===== src/rtl/sat_counter.sv =====
// ============================================================================
// Module  : sat_counter
// Up-counter with synchronous clear that sticks at all-ones instead of wrapping.
// Revision: 1.0
// ============================================================================
`default_nettype none

module sat_counter #(
    parameter int WIDTH = 32
) (
    input  logic             clk,
    input  logic             rst_n,
    input  logic             i_inc,
    input  logic             i_clr,
    output logic [WIDTH-1:0] o_count
);

    logic [WIDTH-1:0] r_count;

    always_ff @(posedge clk or negedge rst_n) begin
        if (!rst_n) begin
            r_count <= '0;
        end else if (i_clr) begin
            r_count <= '0;
        end else if (i_inc && (r_count != '1)) begin
            r_count <= r_count + WIDTH'(1);
        end
    end

    assign o_count = r_count;

endmodule : sat_counter

`default_nettype wire


===== config.mk =====
export PLATFORM = sky130hd
export DESIGN_NAME = sat_counter
export DESIGN_NICKNAME = d
export VERILOG_FILES = /design/src/rtl/sat_counter.sv
export SDC_FILE = /design/constraint.sdc
export NUM_CORES = 1
export LEC_CHECK = 0
export CAP_MARGIN = 10
export CELL_PAD_IN_SITES_DETAIL_PLACEMENT = 0
export CELL_PAD_IN_SITES_GLOBAL_PLACEMENT = 2
export CORE_MARGIN = 4
export CORE_UTILIZATION = 34
export CTS_CLUSTER_DIAMETER = 100
export DETAILED_ROUTE_END_ITERATION = 7
export GPL_TIMING_DRIVEN = 0
export PLACE_DENSITY_LB_ADDON = 0.1
export SLEW_MARGIN = 10
export SYNTH_ARGS = -nofsm -noshare
export SYNTH_HDL_FRONTEND = slang
export SYNTH_SLANG_ARGS = --single-unit

===== constraint.sdc =====
create_clock -name clk -period 3.4 [get_ports clk]
set_input_delay 0.68 -clock clk [delete_from_list [all_inputs] [get_ports clk]]
set_output_delay 0.68 -clock clk [all_outputs]
set_load 0.01 [all_outputs]

# ---- Yosys cells after proc, flatten, opt, wreduce, memory -nomap -nowiden
# Index checks and enable logic that the tools add are counted.
dict set report totals {
  output_inout_bits 32
  memories 0
  ram_bits 0
  register_bits 32
  latchBits 0
  mem_bits_ro 0
  in_bits 4
  word_cells 7
}
dict set report op_classes {
  add_sub_neg 1
  shift 0
  div 0
  eq_ne 1
  bitwise 0
  n_reduce_logical 2
  muxes 2
  n_mul 0
  magnitude_cmp 0
}
# cell count
set op_table {}
lappend op_table {{two-way mux 32 bit} 2}
lappend op_table {{adder 32 x 1 -> 32 bit (second input constant)} 1}
lappend op_table {{!= test 32 bit (second input constant)} 1}
lappend op_table {{nonzero test 2 bit} 1}
lappend op_table {{logical AND 1 bit} 1}

# ---- Depth between registers and ports, before layout
dict set report depth {
  word_depth 4
  mapped_depth 8
  depth_no_buf 6
}

# ---- Worst setup path before layout
# No wires, ideal clock.
dict set report synth_path {
  kind {in2reg}
  startpoint {in i_inc}
  endpoint {reg r_count[31] (netlist: o_count[31])}
  setup_time_ns 0.125
  path_buffers 1
  t_arrival_ns 1.890
  stages 6
  path_slack_ns 1.385
  required_time_ns 3.275
  path_cell_list {and3_1 > nand4_1 > a21o_1 > buf_2 > nor4_1 > mux2_2}
}
dict set report synth_via {
  elab_chain_len 2
}
# item line
set synth_rtl {}
lappend synth_rtl {{start, declared} 13} ;# input logic i_inc,
lappend synth_rtl {{logical AND 1 bit} 25} ;# end else if (i_inc && (r_count != '1)) begin
lappend synth_rtl {{nonzero test 2 bit (no source line)} -}
lappend synth_rtl {{end signal, assigned} 26} ;# r_count <= r_count + WIDTH'(1);
lappend synth_rtl {{end, declared} 18} ;# logic [WIDTH-1:0] r_count;
# No other way between the ends.
# A chain may end at the register's enable or synchronous reset.

# ---- Final worst setup path
dict set report layout_path {
  startpoint {in i_inc}
  endpoint {reg r_count[29] (netlist: o_count[29])}
}
# Same word-level chain as after synthesis.

==> results.sh <==
export IMPL_synth_xor_area_share_pct=6.14
export IMPL_critPathArrivalTime_ns=2.75
export IMPL_cts_sink_count=32
export IMPL_setup_violations_final=0
export IMPL_area_taken_by_multi_input_logic_gates_um2=995
export IMPL_outcome="finished clean"
export IMPL_initial_cell_density_of_the_core_pct=35.6
export IMPL_routedWlPerCell_um=15.4
export IMPL_powerDensity_mw_per_mm2=297
export IMPL_r2r_worst_path_cells=7
export IMPL_timing_critical_path_slowest_cell_delay_ns=0.53
export IMPL_finClkSkew_ns=0.00521
export IMPL_antennaDiodeCount=0
export IMPL_final_common_cell="sky130_fd_sc_hd__clkdlybuf4s50_1"
export IMPL_power_sequential_fraction_pct=55.1
export IMPL_timing_worst_slew_pin_value_ns=0.758
export IMPL_required_ns=3.57
export IMPL_cts_reportedPaths_clkPinSlew_ns=0.07
export IMPL_crit_path_top_delay_cell="sky130_fd_sc_hd__clkdlybuf4s50_1"
export IMPL_endpoint_kind="flop"
export IMPL_syn_avg_cell_area_um2=9.37
export IMPL_regArea_um2=801
export IMPL_replace_congestion=0.797
export IMPL_detail_route_antenna_nets=0
export IMPL_fillerInstances=518
export IMPL_fp_dieW_um=81.9
export IMPL_synth_top_flop_cell="sky130_fd_sc_hd__dfrtp_1"
export IMPL_die_h_um=81.9
export IMPL_hpwl_reported_at_the_end_of_detailed_placement_um=3420
export IMPL_cts_buffers_inserted=5
export IMPL_largest_register_ff_count=32
export IMPL_layout_drive_gt1_share_pct=10.8
export IMPL_detailedRoute_firstPassIterationCount=4
export IMPL_timing_final_ws_setup_ns=0.814
export IMPL_tritoncts="done"
export IMPL_synth_fp_nets=203
export IMPL_detailroute_wirelength_met2_um=2230
export IMPL_timing_final_max_slew_violations=0
export IMPL_max_freq_ghz=0.387
export IMPL_first_global_vias=1527
export IMPL_post_route_met1_wirelength_um=2320
export IMPL_number_of_synthesized_flops_with_an_enable_pin=0
export IMPL_floorplan_rows=26
export IMPL_timing_hold_violations_final=0
export IMPL_flop_and_latch_count_out_of_synthesis=32
export IMPL_postCtsSetupRepairBufs=0
export IMPL_post_route_period_util_pct=76.1
export IMPL_layout_cells_most_common_list="sky130_fd_sc_hd__clkdlybuf4s50_1 (34), sky130_fd_sc_hd__dfrtp_1 (32), sky130_fd_sc_hd__nor2_1 (26)"
export IMPL_synthToLayoutAreaGrowth_pct=27.5
export IMPL_clock_period_minus_final_worst_setup_slack_ns=2.59
export IMPL_power_share_combinational_pct=5.6
export IMPL_detailedRoute_firstIterationViolations=87
export IMPL_synth_mux_area_share_pct=4.39
export IMPL_synth_top_family_by_area="simple AND/OR/NAND/NOR gates"
export IMPL_crit_path_cell_trace="clkdlybuf4s50_1, and3_1, nand4_1, a21o_1, buf_2, nor4_1, mux2_2"
export IMPL_type_of_the_worst_setup_path="primary input to flop"
export IMPL_leakage_power_nw=0.920
export IMPL_layout_nets=245
export IMPL_design_die_area_mm2=0.00670
export IMPL_totalNegativeSetupSlack_ns=0
export IMPL_clock_insertion_delay_worst_skew_ns=0.28
export IMPL_totalWireLength_um=4780
export IMPL_sw_frac_of_total_pct=23.7
export IMPL_power_clock_fraction_pct=39.3
export IMPL_timing_critical_path_from_type="primary input"
export IMPL_routed_via_count=1618
export IMPL_holdBufCountCts=0
export IMPL_synth_compound_area_share_pct=11.9
export IMPL_cts_root_buffer="sky130_fd_sc_hd__clkbuf_8"
export IMPL_asyncSetResetFlopFracSynth_pct=100
export IMPL_io_buffers=35
export IMPL_io_pin_count=36
export IMPL_synth_warnings=0
export IMPL_drv_cap=0
export IMPL_netSwitchingPower_mw=0.167
export IMPL_path_max_fanout=10
export IMPL_wire_length_of_the_first_global_routing_pass_um=7820
export IMPL_proportion_of_synthesized_chip_area_in_sequential_cells_pct=43.2
export IMPL_syn_cell_area_mm2=0.00185
export IMPL_wl_met3_um=194
export IMPL_grt_overflow_total=0
export IMPL_post_synth_fa_ha_maj_area_fraction_pct=0.675
export IMPL_antenna_found_initial=0
export IMPL_cts_root_to_sink_buffers=2
export IMPL_post_synth_and_or_nand_nor_area_fraction_pct=30.5
export IMPL_setup_repair_after_global_routing_missed_its_margin="no"
export IMPL_post_route_drc_count=0
export IMPL_groute_usage_overall_pct=15.5
export IMPL_postSynthCellCount=198
export IMPL_top_metal_layer_carrying_routed_signals="met4"
export IMPL_core_area_mm2=0.00520
export IMPL_power_internal_mw=0.536
export IMPL_slew_headroom_pct=49.5
export IMPL_total_power_mw=0.703
export IMPL_grt_max_degree=33
export IMPL_h_tree_depth=2
export IMPL_ir_drop_mv=0.175
export IMPL_min_path_type="primary input to asynchronous set/reset pin"
export IMPL_post_cts_resized_instances=0
export IMPL_drt_vias_per_instance=5.22
export IMPL_place_worst_setup_slack_ns=0.568
export IMPL_yosys_cell_types_count=42
## final cells by class
type | count | share of cell area, %
plain buffers | 7 | 1.38
clock buffers | 6 | 3.07
clock inverters | 1 | 0.212
inverters | 7 | 1.11
multi-input cells | 152 | 42.1
flip-flops and latches | 32 | 33.9
well taps | 70 | 3.70
repair buffers | 35 | 14.6
## path summary, 6_finish.rpt
kind                              from           to  slack, ns
max                              i_inc  o_count[29]       0.81
min                              rst_n  o_count[31]       0.47
max reg2reg                 o_count[0]  o_count[29]       1.12
min reg2reg                o_count[25]  o_count[25]       0.59
max in group asynchronous        rst_n  o_count[23]       2.45
min in group clk           o_count[25]  o_count[25]       0.59
## cells by family (layout without fill, tap and decap cells)
| family | Yosys count | count (layout) |
|---|---|---|
| AND/OR/NAND/NOR | 99 | 99 |
| buffers and inverters | 14 | 56 |
| flip-flops | 32 | 32 |
| XOR/XNOR | 13 | 13 |
| multiplexers | 7 | 7 |
| AO/OA/AOI/OAI | 32 | 32 |
| adder cells (fa/ha/maj) | 1 | 1 |
## synthesized netlist by cell type, types with 5 or more instances
cell                       number  area [um2]
sky130_fd_sc_hd__dfrtp_1       32         801
sky130_fd_sc_hd__inv_1          7        26.3
sky130_fd_sc_hd__nand4_1        6        37.5
sky130_fd_sc_hd__or3_1          5        31.3
sky130_fd_sc_hd__a21oi_1       11        55.1
sky130_fd_sc_hd__nor2_1        26        97.6
sky130_fd_sc_hd__mux2_2         5        56.3
sky130_fd_sc_hd__xnor2_1       10        87.6
sky130_fd_sc_hd__nand3_1       12        60.1
sky130_fd_sc_hd__nand2_1       11        41.3
sky130_fd_sc_hd__and3_1         7        43.8
sky130_fd_sc_hd__a211oi_1       5        37.5
sky130_fd_sc_hd__nor2b_1        6        37.5
## per-layer routing
metal	GRT usage (%)	vias to the layer above
li1	-	800
met1	21.0	776
met2	24.6	38
met3	3.84	4
met4	3.99	0
met5	0	-
## metrics by stage
step           utilization (%)  instances  hold slack [ns]  area, um2
2_1_floorplan                -        198            0.384       1850
3_3_place_gp              44.0        303            0.569       2290
3_5_place_dp              43.9        303            0.587       2290
4_1_cts                   45.4        310            0.492       2360
5_1_grt                   45.4        310            0.523       2360
6_report                  45.4        310            0.468       2360
## critical path: cells and delay by family
| family | cells | cell delay, ns |
|---|---|---|
| AND/OR/NAND/NOR | 3 | 0.79 |
| buffers and inverters | 2 | 0.72 |
| multiplexers | 1 | 0.39 |
| AO/OA/AOI/OAI | 1 | 0.16 |
## power groups by stage
stage | logic, mW | registers [mW] | clock network (mW)
2_1_floorplan | 0.0169 | 0.394 | 0
3_3_place_gp | 0.0405 | 0.393 | 0
3_5_place_dp | 0.0408 | 0.394 | 0
4_1_cts | 0.0408 | 0.387 | 0.288
5_1_grt | 0.0456 | 0.387 | 0.310
6_report | 0.0395 | 0.387 | 0.276
Note: power is estimated with default switching activity, not from simulation.
